<file path="src/rtl/if_fetch_pkg.sv">
// Shared CPU definitions used by the instruction-fetch stage.
package if_fetch_pkg;

    typedef enum logic {
        ISSUE    = 1'b0,
        WAIT_RSP = 1'b1
    } if_state_t;

    localparam logic [31:0] INSTR_NOP = 32'h0000_0000;
    localparam int          PC_STEP   = 4;

endpackage

</file>
<file path="src/rtl/pc_reg.sv">
// Load-enabled register with asynchronous active-low reset to a parameterised value.
module pc_reg #(
    parameter int             W         = 32,
    parameter logic [W-1:0]   RESET_VAL = '0
) (
    input  logic         clk,
    input  logic         rst,
    input  logic         en,
    input  logic [W-1:0] d,
    output logic [W-1:0] q
);

    always_ff @(posedge clk or negedge rst) begin
        if (!rst) begin
            q <= RESET_VAL;
        end else if (en) begin
            q <= d;
        end
    end

endmodule

</file>
<file path="src/rtl/if_fetch.sv">
// Instruction-fetch stage: one outstanding imem request, single-entry output slot
// towards decode, redirect flushes the slot and discards any in-flight response.
module if_fetch
    import if_fetch_pkg::*;
#(
    parameter int                ADDR_W   = 32,
    parameter logic [ADDR_W-1:0] RESET_PC = '0
) (
    input  logic              clk,
    input  logic              rst,
    input  logic              redirect_valid,
    input  logic [ADDR_W-1:0] redirect_pc,
    output logic              imem_req,
    output logic [ADDR_W-1:0] imem_addr,
    input  logic              imem_gnt,
    input  logic              imem_rvalid,
    input  logic [31:0]       imem_rdata,
    output logic              id_valid,
    output logic [ADDR_W-1:0] id_pc,
    output logic [31:0]       id_instr,
    input  logic              id_ready
);

    if_state_t         state_q, state_d;
    logic [ADDR_W-1:0] pc_q, pc_d;
    logic              pc_en;
    logic [ADDR_W-1:0] req_pc_q, req_pc_d;
    logic              discard_q, discard_d;
    logic              id_valid_q, id_valid_d;
    logic [ADDR_W-1:0] id_pc_q, id_pc_d;
    logic [31:0]       id_instr_q, id_instr_d;

    logic              slot_free;
    logic              fire;
    logic [ADDR_W-1:0] target_pc;

    pc_reg #(
        .W         (ADDR_W),
        .RESET_VAL (RESET_PC)
    ) u_pc_reg (
        .clk (clk),
        .rst (rst),
        .en  (pc_en),
        .d   (pc_d),
        .q   (pc_q)
    );

    assign target_pc = {redirect_pc[ADDR_W-1:2], 2'b00};
    assign slot_free = !id_valid_q || id_ready;
    // Gated by rst so no request leaks out while the stage is held in reset.
    assign imem_req  = rst && (state_q == ISSUE) && slot_free;
    assign fire      = imem_req && imem_gnt;

    always_comb begin
        state_d    = state_q;
        pc_d       = pc_q;
        pc_en      = 1'b0;
        req_pc_d   = req_pc_q;
        discard_d  = discard_q;
        id_valid_d = id_valid_q;
        id_pc_d    = id_pc_q;
        id_instr_d = id_instr_q;

        if (id_valid_q && id_ready) begin
            id_valid_d = 1'b0;
        end

        unique case (state_q)
            ISSUE: begin
                if (fire) begin
                    state_d  = WAIT_RSP;
                    req_pc_d = pc_q;
                    pc_d     = pc_q + ADDR_W'(PC_STEP);
                    pc_en    = 1'b1;
                end
            end
            WAIT_RSP: begin
                if (imem_rvalid) begin
                    state_d   = ISSUE;
                    discard_d = 1'b0;
                    if (!discard_q && !redirect_valid) begin
                        id_valid_d = 1'b1;
                        id_pc_d    = req_pc_q;
                        id_instr_d = imem_rdata;
                    end
                end
            end
            default: state_d = ISSUE;
        endcase

        // A response still owed after the redirect belongs to the old path.
        if (redirect_valid) begin
            pc_d       = target_pc;
            pc_en      = 1'b1;
            id_valid_d = 1'b0;
            if (state_q == WAIT_RSP) begin
                discard_d = !imem_rvalid;
            end else if (fire) begin
                discard_d = 1'b1;
            end
        end
    end

    always_ff @(posedge clk or negedge rst) begin
        if (!rst) begin
            state_q    <= ISSUE;
            req_pc_q   <= '0;
            discard_q  <= 1'b0;
            id_valid_q <= 1'b0;
            id_pc_q    <= '0;
            id_instr_q <= INSTR_NOP;
        end else begin
            state_q    <= state_d;
            req_pc_q   <= req_pc_d;
            discard_q  <= discard_d;
            id_valid_q <= id_valid_d;
            id_pc_q    <= id_pc_d;
            id_instr_q <= id_instr_d;
        end
    end

    assign imem_addr = pc_q;
    assign id_valid  = id_valid_q;
    assign id_pc     = id_pc_q;
    assign id_instr  = id_instr_q;

endmodule

</file>
<file path="config.mk">
export PLATFORM = sky130hd
export DESIGN_NAME = if_fetch
export DESIGN_NICKNAME = d
export VERILOG_FILES = /design/src/rtl/if_fetch_pkg.sv /design/src/rtl/pc_reg.sv /design/src/rtl/if_fetch.sv
export SDC_FILE = /design/constraint.sdc
export NUM_CORES = 1
export LEC_CHECK = 0
export ABC_AREA = 1
export CAP_MARGIN = 5
export CORE_UTILIZATION = 50
export CTS_BUF_LIST = sky130_fd_sc_hd__clkbuf_4
export CTS_CLUSTER_DIAMETER = 200
export DETAILED_ROUTE_END_ITERATION = 10
export PLACE_DENSITY_LB_ADDON = 0.25
export SYNTH_ARGS = -nofsm -noshare
export SYNTH_HDL_FRONTEND = slang
export SYNTH_SLANG_ARGS = --single-unit
</file>
<file path="constraint.sdc">
create_clock -name clk -period 2 [get_ports clk]
set_clock_uncertainty 0.2 [all_clocks]
set_input_delay 0.6 -clock clk [delete_from_list [all_inputs] [get_ports clk]]
set_output_delay 0.6 -clock clk [all_outputs]
set_load 0.005 [all_outputs]
</file>
# Word level (Yosys, flattened, before mapping)
# Index checks and enable logic that the tools add are counted.
[word_totals]
ff_bits = 131
input_bits = 70
out_inout_bits = 98
elab_cells = 42
[classes]
addsub = 1
n_eq_ne = 1
n_mux = 18
bitwise_logic = 1
n_reduce_logical = 14
[op_table]
columns = ["op", "n"]
rows = [
  ["32-bit two-way mux", 3],
  ["32-bit by 3-bit adder with 32-bit output (second input constant)", 1],
  ["1-bit two-way mux", 14],
  ["3-bit AND reduction", 2],
  ["1-bit logical AND", 5],
  ["1-bit zero test", 4],
  ["2-bit inequality test (second input constant)", 1],
  ["1-bit case mux with 2 select lines", 1],
  ["2-bit AND reduction", 1],
  ["2-bit nonzero test", 1],
  ["1-bit logical OR", 1],
  ["1-bit inverter", 1],
]

# Logic depth before layout (Yosys ltp)
# Gate-level depths: netlist (run 1).
[logic_depth]
depth_word = 8
mapped_depth = 9
ltp_nobuf = 9

# By module
# Synthesis (run 1) repeated with hierarchy kept, for this count alone.
[hier_totals]
hier_cells = 699
hier_area_um2 = 6426.2
[modules_own_cells]
columns = ["mod", "instances", "cells_each", "area_per_inst_um2", "seq_area_each_um2"]
rows = [
  ["if_fetch", 1, 563, 5133.7, 2477.4],
  ["pc_reg", 1, 136, 1292.5, 800.8],
]

# Worst setup path before layout (run 1)
# No wires, ideal clock.
[synth_timing]
path_type = "input port to flip-flop"
startpoint = "in redirect_valid"
endpoint = "reg id_instr_q[0] (netlist: id_instr[0])"
setup_ns = 0.125
arrival_time_ns = 1.430
required_ns = 1.675
setup_slack_ns = 0.245
path_stages = 5
path_buffers = 2
path_cell_list = "buf_2 -> nor2_4 -> nand2_4 -> buf_6 -> mux2_4"
[synth_between]
elab_chain_len = 3
[synth_rtl]
columns = ["element", "line", "text"]
rows = [
  ["start: declaration", "if_fetch.sv:11", "input logic redirect_valid,"],
  ["1-bit zero test", "if_fetch.sv:81", "if (!discard_q && !redirect_valid) begin"],
  ["1-bit logical AND", "if_fetch.sv:81", ""],
  ["3-bit AND reduction (no source line)", "--", ""],
  ["end signal: assignment", "if_fetch.sv:118", "id_instr_q <= id_instr_d;"],
  ["end: declaration", "if_fetch.sv:31", "logic [31:0] id_instr_q, id_instr_d;"],
]
# No other way between the ends.
# A chain may end at the register's enable or synchronous reset.

# Worst setup path in the final report (run 1)
[layout_timing]
startpoint = "reg id_valid_q (netlist: id_valid)"
endpoint = "out imem_req"
[layout_between]
elab_chain_len = 3
[layout_rtl]
columns = ["element", "line", "text"]
rows = [
  ["start: declaration", "if_fetch.sv:29", "logic id_valid_q, id_valid_d;"],
  ["start signal: assignment", "if_fetch.sv:116", "id_valid_q <= id_valid_d;"],
  ["1-bit zero test", "if_fetch.sv:49", "assign slot_free = !id_valid_q || id_ready;"],
  ["1-bit logical OR", "if_fetch.sv:49", ""],
  ["1-bit logical AND", "if_fetch.sv:51", "assign imem_req = rst && (state_q == ISSUE) && slot_free;"],
  ["end: declaration", "if_fetch.sv:13", "output logic imem_req,"],
]
# No other way between the ends.

==> metrics.yaml, run 1 <==
timing:
  setup_viol: 2
  holdWs_ns: 0.0473
  hold_viol: 0
  rsz0062_at_grt: "true"
  relSlewSlack_pct: 55.3
  finalMaxSlewViolations: 0
  worst_slack_ns: -0.0571
  fin_crit_sh_pct: 103
  tightest_slew_ns: 0.670
  finalCriticalPeriod_ns: 2.06
  final.setup.tns_ns: -0.0787
  fmax_mhz: 486
logic_synthesis:
  synth-compound-area-share_pct: 5.36
  synth_area_leaders: "dfrtp_1 (52%), mux2_4 (15%), nand2_1 (11%)"
  synthMuxAreaShare_pct: 15.4
  synthAdderAreaFrac_pct: 0.208
  ys_types: 25
  synth_edf_count: 0
  synthXorXnorAreaFrac_pct: 1.02
  synthCells: 609
  yosys.cell_count.top_type: "nand2_1"
  postSynthAreaPerCell_um2: 9.89
  synth_largest_area_cell: "dfrtp_1"
  ys_seq_area_share_pct: 51.9
  synthDominantCellAreaShare_pct: 51.9
  ys_ff_latch: 125
  synth-async-reset-ratio_pct: 100
  synth_top_family_by_area: "simple AND/OR/NAND/NOR gates"
  syn_area_um2: 6030
  yosys_most_used_dff: "dfrtp_1"
  yosys-top-cells-count: "nand2_1 (169), dfrtp_1 (125), mux2_4 (59), inv_1 (58), o21ai_0 (54)"
  synth-warning-count: 0
  synthSimpleGateAreaFrac_pct: 19.3
power:
  pwr-share-comb_pct: 36.9
  cellLeakagePower_uw: 0.00443
  p_clk_share_pct: 21.8
  p_sw_share_pct: 29.3
  p_int_uw: 6450
  power_frac_seq_pct: 41.3
  p_per_area_nw_per_um2: 1080
  power_switching_uw: 2670
  vdd_drop_max_mv: 0.534
detailed_routing:
  vias: 5185
  dr.pass1.iters: 8
  antenna_left: 0
  wire_per_inst_um: 16.0
  vias_per_cell: 5.03
  post-route-drc-count: 16
  routed_wl_mm: 16.4
  drt_iter0_markers: 333
grt:
  overflow: 0
  grt_pass1_vias: 5293
  met1_usage_pct: 36.4
  grt_most_used_layer: "met2"
  grt_pass1_wl_mm: 26.5
  grt_max_degree: 126
  antenna_found_initial: 0
  use_met3_pct: 5.55
  grtUsageMet2_pct: 43.7
  grt_use_total_pct: 27.3
floorplanning:
  die_w_um: 112
  core_area_um2: 11600
  rows: 39
  ios: 168
  die_area_um2: 12500
  initial_core_util_pct: 52.1
  die_y_um: 112
critical_path:
  reg2reg_depth: 10
  r2r_setup_slack_ns: 0.07
  required_ns: 1.20
  crit_path_end_kind: "primary output"
  crit_path_max_fanout: 2
  r2r_start: "id_valid"
  path_class: "reg2out"
  start_kind: "register"
  reg2reg_to: "u_pc_reg.q[6]"
  cp.arrival_ns: 1.26
  startpoint: "id_valid"
  endpoint: "imem_req"
cells_and_area:
  diodes: 0
  seq_area_um2: 3130
  n_fill_cell: 851
  drive_gt1_share_pct: 35.5
  finalNetCount: 946
  syn2layout_area_growth_pct: 40.8
  fin_area_um2: 8480
  multiInputGateArea_um2: 2530
  fin_util_pct: 73.4
placement:
  place_ws_ns: -0.591
  hpwl_mm: 11.0
  numPortBuffers: 161
  gp_congestion: 0.916
  placed_cell_area_um2: 7950
clock_tree:
  holdBufCountCts: 0
  clockRootBuffer: "clkbuf_4"
  cts_made_buffers: 17
  clkSlewWorstSetupHoldPaths_ns: 0.11
  cts_tree: "done"
  clock-sinks: 125
  clkLatencyLatePin_ns: 0.55
  htree_levels: 4
  clockBufferDepth: 2
run_status:
  status: "finished with violations"
  violations: "design-rule violations, negative setup slack"
worst_hold_path:
  worstHoldPathType: "in2async"
flow_run:
  maxCapViolCount: 0
cell type report:
cell class | count | area share [%]
Multi-Input combinational cell | 402 | 29.8
Timing Repair Buffer | 269 | 24.6
Clock inverter | 14 | 2.26
Clock buffer | 17 | 1.50
Inverter | 59 | 2.65
Tap cell | 143 | 2.11
Timing Repair inverter | 1 | 0.0885
Sequential cell | 125 | 36.9
cells in the final DEF (no fill, tap or decap), types with 24 or more instances in the layout:
master,instances
mux2_4,59
clkbuf_2,24
inv_1,57
nand3_1,43
o21ai_0,52
buf_2,58
dfrtp_1,120
nor2_1,32
buf_4,102
nand2_1,167
clkdlybuf4s50_1,65
power by group through the flow:
| stage | Clock, uW | Combinational, uW | Sequential [uW] |
|---|---|---|---|
| floorplan | 0 | 1230 | 3850 |
| global placement | 0 | 3010 | 3810 |
| detailed placement | 0 | 3070 | 3870 |
| CTS | 2020 | 3250 | 3730 |
| global route | 2130 | 3640 | 3840 |
| finish | 1990 | 3370 | 3760 |
per-stage QoR:
stage               instances  power (uW)
floorplan                 612        5080
global placement          920        6820
detailed placement        920        6950
CTS                      1013        9010
global route             1030        9610
finish                   1030        9120
worst min path at each step:
stage                 start           end  slack, ns  depth (start not counted)
4_1_cts                 rst   id_instr[5]       0.06                          3
2_1_floorplan           rst     discard_q       0.10                          0
3_5_place_dp   req_pc_q[29]  req_pc_q[29]       0.28                          2
6_report                rst      id_valid       0.05                          3
5_1_grt                 rst  id_instr[27]       0.08                          3
3_3_place_gp   req_pc_q[12]  req_pc_q[12]       0.27                          2
cells by family (layout without fill, tap and decap cells):
kind of cell	count (synthesis)	count (layout)
simple gates	266	266
flops	125	125
buf+inv	85	360
mux	63	63
compound gates	61	61
xor+xnor	7	7
fa+ha+maj	1	1
other cells	1	4
worst max-delay path, cell delays in order (launching register included):
cell and delay (ns):
dfrtp_1 0.41, nand2_2 0.08, nand2_1 0.05, nor2_1 0.07, buf_2 0.11
what timing repair did:
item                                    4_1_cts  5_1_grt
cloned                                        0        1
pin swaps                                     3        3
hold endpoints to repair                      0        0
buffers inserted                             62       16
gates resized for setup                     309       35
endpoints found under the setup margin       94       63
registers in the layout, indices dropped and copies added (netlist names):
register and count:
id_instr 32, id_pc 30, req_pc_q 30, u_pc_reg.q 30, discard_q 1, id_valid 1
state_q 1
routing by layer:
metal	vias up	part of all wire, %
li1	2487	-
met1	2482	45
met3	20	6.5
met5	-	0
met2	196	47
met4	0	1.6
(Power assumes the default switching activity.)
==> run 2: changes to the inputs <==
--- a/config.mk
+++ b/config.mk
@@ -5,10 +5,9 @@
 export SDC_FILE = /design/constraint.sdc
 export NUM_CORES = 1
 export LEC_CHECK = 0
-export ABC_AREA = 1
 export CAP_MARGIN = 5
-export CORE_UTILIZATION = 50
-export CTS_BUF_LIST = sky130_fd_sc_hd__clkbuf_4
+export CORE_UTILIZATION = 47
+export CTS_BUF_LIST = sky130_fd_sc_hd__clkbuf_16
 export CTS_CLUSTER_DIAMETER = 200
 export DETAILED_ROUTE_END_ITERATION = 10
 export PLACE_DENSITY_LB_ADDON = 0.25
==> constraint.sdc (replaced) <==
create_clock -name clk -period 2.1 [get_ports clk]
set_clock_uncertainty 0.2 [all_clocks]
set_input_delay 0.63 -clock clk [delete_from_list [all_inputs] [get_ports clk]]
set_output_delay 0.63 -clock clk [all_outputs]
set_load 0.005 [all_outputs]
==> run 2 against run 1 <==
First-iteration DRC count increased by 7.8%. Synthesized cell count down 23%. Largest power group unchanged. Via count decreased by 2.8%. Clock power rose by 34%. Non-clock buffer count fell by 4. The run still ends with design-rule violations, negative setup slack left. Largest cell class unchanged. Sequential share of layout area shrank 0.97 points. Sequential cell count unchanged.
==> metrics.yaml, run 2 <==
timing:
  hold_viol: 0  # unchanged
  fmax_mhz: 473
  final.setup.tns_ns: -0.0478  # was -0.0787 ns
  rsz0062_at_grt: "true"  # unchanged
  tightest_slew_ns: 0.811  # was 0.670 ns
  holdWs_ns: 0.201  # was 0.0473 ns
  fin_crit_sh_pct: 101
  finalMaxSlewViolations: 0  # unchanged
  finalCriticalPeriod_ns: 2.12
  worst_slack_ns: -0.0161  # was -0.0571 ns
  setup_viol: 5  # was 2
  relSlewSlack_pct: 46.0  # was 55.3%
clock_tree:
  cts_tree: "done"  # unchanged
  clock-sinks: 125  # unchanged
  clockBufferDepth: 2  # unchanged
  htree_levels: 4  # unchanged
  clkSlewWorstSetupHoldPaths_ns: 0.06  # was 0.11 ns
  clkLatencyLatePin_ns: 0.42  # was 0.55 ns
  cts_made_buffers: 17  # unchanged
  clockRootBuffer: "clkbuf_16"  # was clkbuf_4
logic_synthesis:
  synth_area_leaders: "dfrtp_1 (56%), mux2_2 (17%), nand3_1 (2.8%)"  # was dfrtp_1 (52%), mux2_4 (15%), nand2_1 (11%)
  synthAdderAreaFrac_pct: 0.222  # was 0.208%
  synth-async-reset-ratio_pct: 100  # unchanged
  ys_ff_latch: 125  # unchanged
  synthCells: 467  # was 609
  synthMuxAreaShare_pct: 17.4  # was 15.4%
  yosys-top-cells-count: "dfrtp_1 (125), mux2_2 (86), nand3_1 (32), nand2_1 (31), nand4_1 (17)"  # was nand2_1 (169), dfrtp_1 (125), mux2_4 (59), inv_1 (58), o21ai_0 (54)
  synth-compound-area-share_pct: 7.01  # was 5.36%
  synthSimpleGateAreaFrac_pct: 14.7  # was 19.3%
  synthDominantCellAreaShare_pct: 55.6  # was 51.9%
  ys_types: 56  # was 25
  synth_top_family_by_area: "multiplexers"  # was simple AND/OR/NAND/NOR gates
  synth_edf_count: 0  # unchanged
  yosys.cell_count.top_type: "dfrtp_1"  # was nand2_1
  ys_seq_area_share_pct: 55.6  # was 51.9%
  synthXorXnorAreaFrac_pct: 0.778  # was 1.02%
  synth_largest_area_cell: "dfrtp_1"  # unchanged
  yosys_most_used_dff: "dfrtp_1"  # unchanged
  synth-warning-count: 0  # unchanged
  postSynthAreaPerCell_um2: 12.0  # was 9.89 um^2
  syn_area_um2: 5630  # was 6030 um^2
grt:
  grt_pass1_vias: 5143  # was 5,293
  grt_use_total_pct: 27.7  # was 27.3%
  overflow: 0  # unchanged
  grt_max_degree: 65  # was 126
  antenna_found_initial: 0  # unchanged
  grt_pass1_wl_mm: 26.4  # was 26.5 mm
cells_and_area:
  drive_gt1_share_pct: 35.9  # was 35.5%
  finalNetCount: 793  # was 946
  largest_reg_flops: 32  # unchanged
  final_common_cell: "dfrtp_1"  # was nand2_1
  syn2layout_area_growth_pct: 55.2  # was 40.8%
  diodes: 0  # unchanged
  fin_util_pct: 75.5  # was 73.4%
  layout_common_cells: "dfrtp_1 (115), buf_4 (93), mux2_2 (86), dlygate4sd2_1 (70), clkdlybuf4s50_1 (64)"  # was nand2_1 (167), dfrtp_1 (120), buf_4 (102), clkdlybuf4s50_1 (65), mux2_4 (59)
critical_path:
  startpoint: "u_pc_reg.q[4]"  # was id_valid
  reg2reg_depth: 5  # was 10
  r2r_setup_slack_ns: -0.02  # was 0.07 ns
  path_class: "reg2reg"  # was reg2out
  crit_path_max_fanout: 7  # was 2
  crit_path_end_kind: "register"  # was primary output
  cp.arrival_ns: 2.22  # was 1.26 ns
  required_ns: 2.20  # was 1.20 ns
  start_kind: "register"  # unchanged
  r2r_start: "u_pc_reg.q[4]"  # was id_valid
floorplanning:
  die_area_um2: 12400  # was 12,500 um^2
  ios: 168  # unchanged
  die_w_um: 111  # was 112 um
  rows: 39  # unchanged
  core_area_um2: 11600  # unchanged
  initial_core_util_pct: 48.6  # was 52.1%
  die_y_um: 111  # was 112 um
detailed_routing:
  vias_per_cell: 5.74  # was 5.03
  vias: 5042  # was 5,185
  routed_wl_mm: 17.0  # was 16.4 mm
  drt_iter0_markers: 359  # was 333
  post-route-drc-count: 32  # was 16
  wire_per_inst_um: 19.4  # was 16.0 um
  dr.pass1.iters: 8  # unchanged
  antenna_left: 0  # unchanged
run_status:
  status: "finished with violations"  # unchanged
  violations: "design-rule violations, negative setup slack"  # unchanged
worst_hold_path:
  worstHoldPathType: "in2async"  # unchanged
flow_run:
  maxCapViolCount: 0  # unchanged
placement:
  place_ws_ns: -0.678  # was -0.591 ns
  numPortBuffers: 161  # unchanged
  hpwl_mm: 10.7  # was 11.0 mm
  gp_congestion: 0.878  # was 0.916
power:
  p_per_area_nw_per_um2: 1020  # was 1080 nW/um^2
  vdd_drop_max_mv: 0.713  # was 0.534 mV
  cellLeakagePower_uw: 0.00409  # was 0.00443 uW
-- run 2: changes by cell type after synthesis, moves of 17 or more --
cell,delta
mux2_2,+82
nor2_1,-19
nand2_1,-138
inv_1,-50
nand4_1,+17
o21ai_0,-40
mux2_4,-59
-- run 2: metal layers --
layer	wire [um]	GRT usage, %	up-vias
met5	0	0	-
met4	680	12.4	0
met3	1320	6.97	64
met2	8230	45.8	253
met1	6770	34.5	2492
li1	-	-	2233
-- run 2: final timing paths --
| kind | to |
|---|---|
| max in group asynchronous | u_pc_reg.q[29] |
| worst min-delay path | req_pc_q[13] |
| worst max-delay path | u_pc_reg.q[17] |
| min in group clk | req_pc_q[10] |
| worst min register to register | req_pc_q[10] |
| worst max register to register | u_pc_reg.q[17] |
-- run 2: through the flow --
stage,std cells,total power [uW],area (um^2)
after global placement,802,6300,7750
final,878,8940,8730
after global routing,878,9380,8730
after floorplan,470,4610,5660
after detailed placement,802,6440,7750
after CTS,871,8970,8530
-- run 2: repair_timing --
item,in CTS,in global routing
cloned,2,0
buffers inserted,35,10
hold buffers,0,0
pin swaps,4,12
setup endpoints to repair,96,41
gates resized for setup,104,46
endpoints found under the hold margin,0,0
-- run 2: final cells by class --
cell class              instances  area [um^2]
inverters                       8         30.0
clock inverters                15          108
multi-input cells             305         2440
clock buffers                  17          425
flip-flops and latches        125         3140
well taps                     143          179
fillers                       796         2840
repair buffers                265         2410
-- run 2: critical path, cell delays in order, from the launching register on --
cell and delay (ns):
dfrtp_1 0.38, buf_6 0.12, nand4_4 0.11, or4_4 0.60, o311a_4 0.33, a221o_1 0.25
-- run 2: cell families after synthesis --
logic type               after synthesis
AND/OR/NAND/NOR                      150
flip-flops                           125
multiplexers                          87
AO/OA/AOI/OAI                         56
buffers and inverters                 42
XOR/XNOR                               5
adder cells (fa/ha/maj)                1
other                                  1
-- run 2: power breakdown --
part	internal, uW	switching (uW)	total, uW
clock network	1590	1060	2660
registers	3220	402	3620
logic	1690	975	2660
total	6500	2440	8940
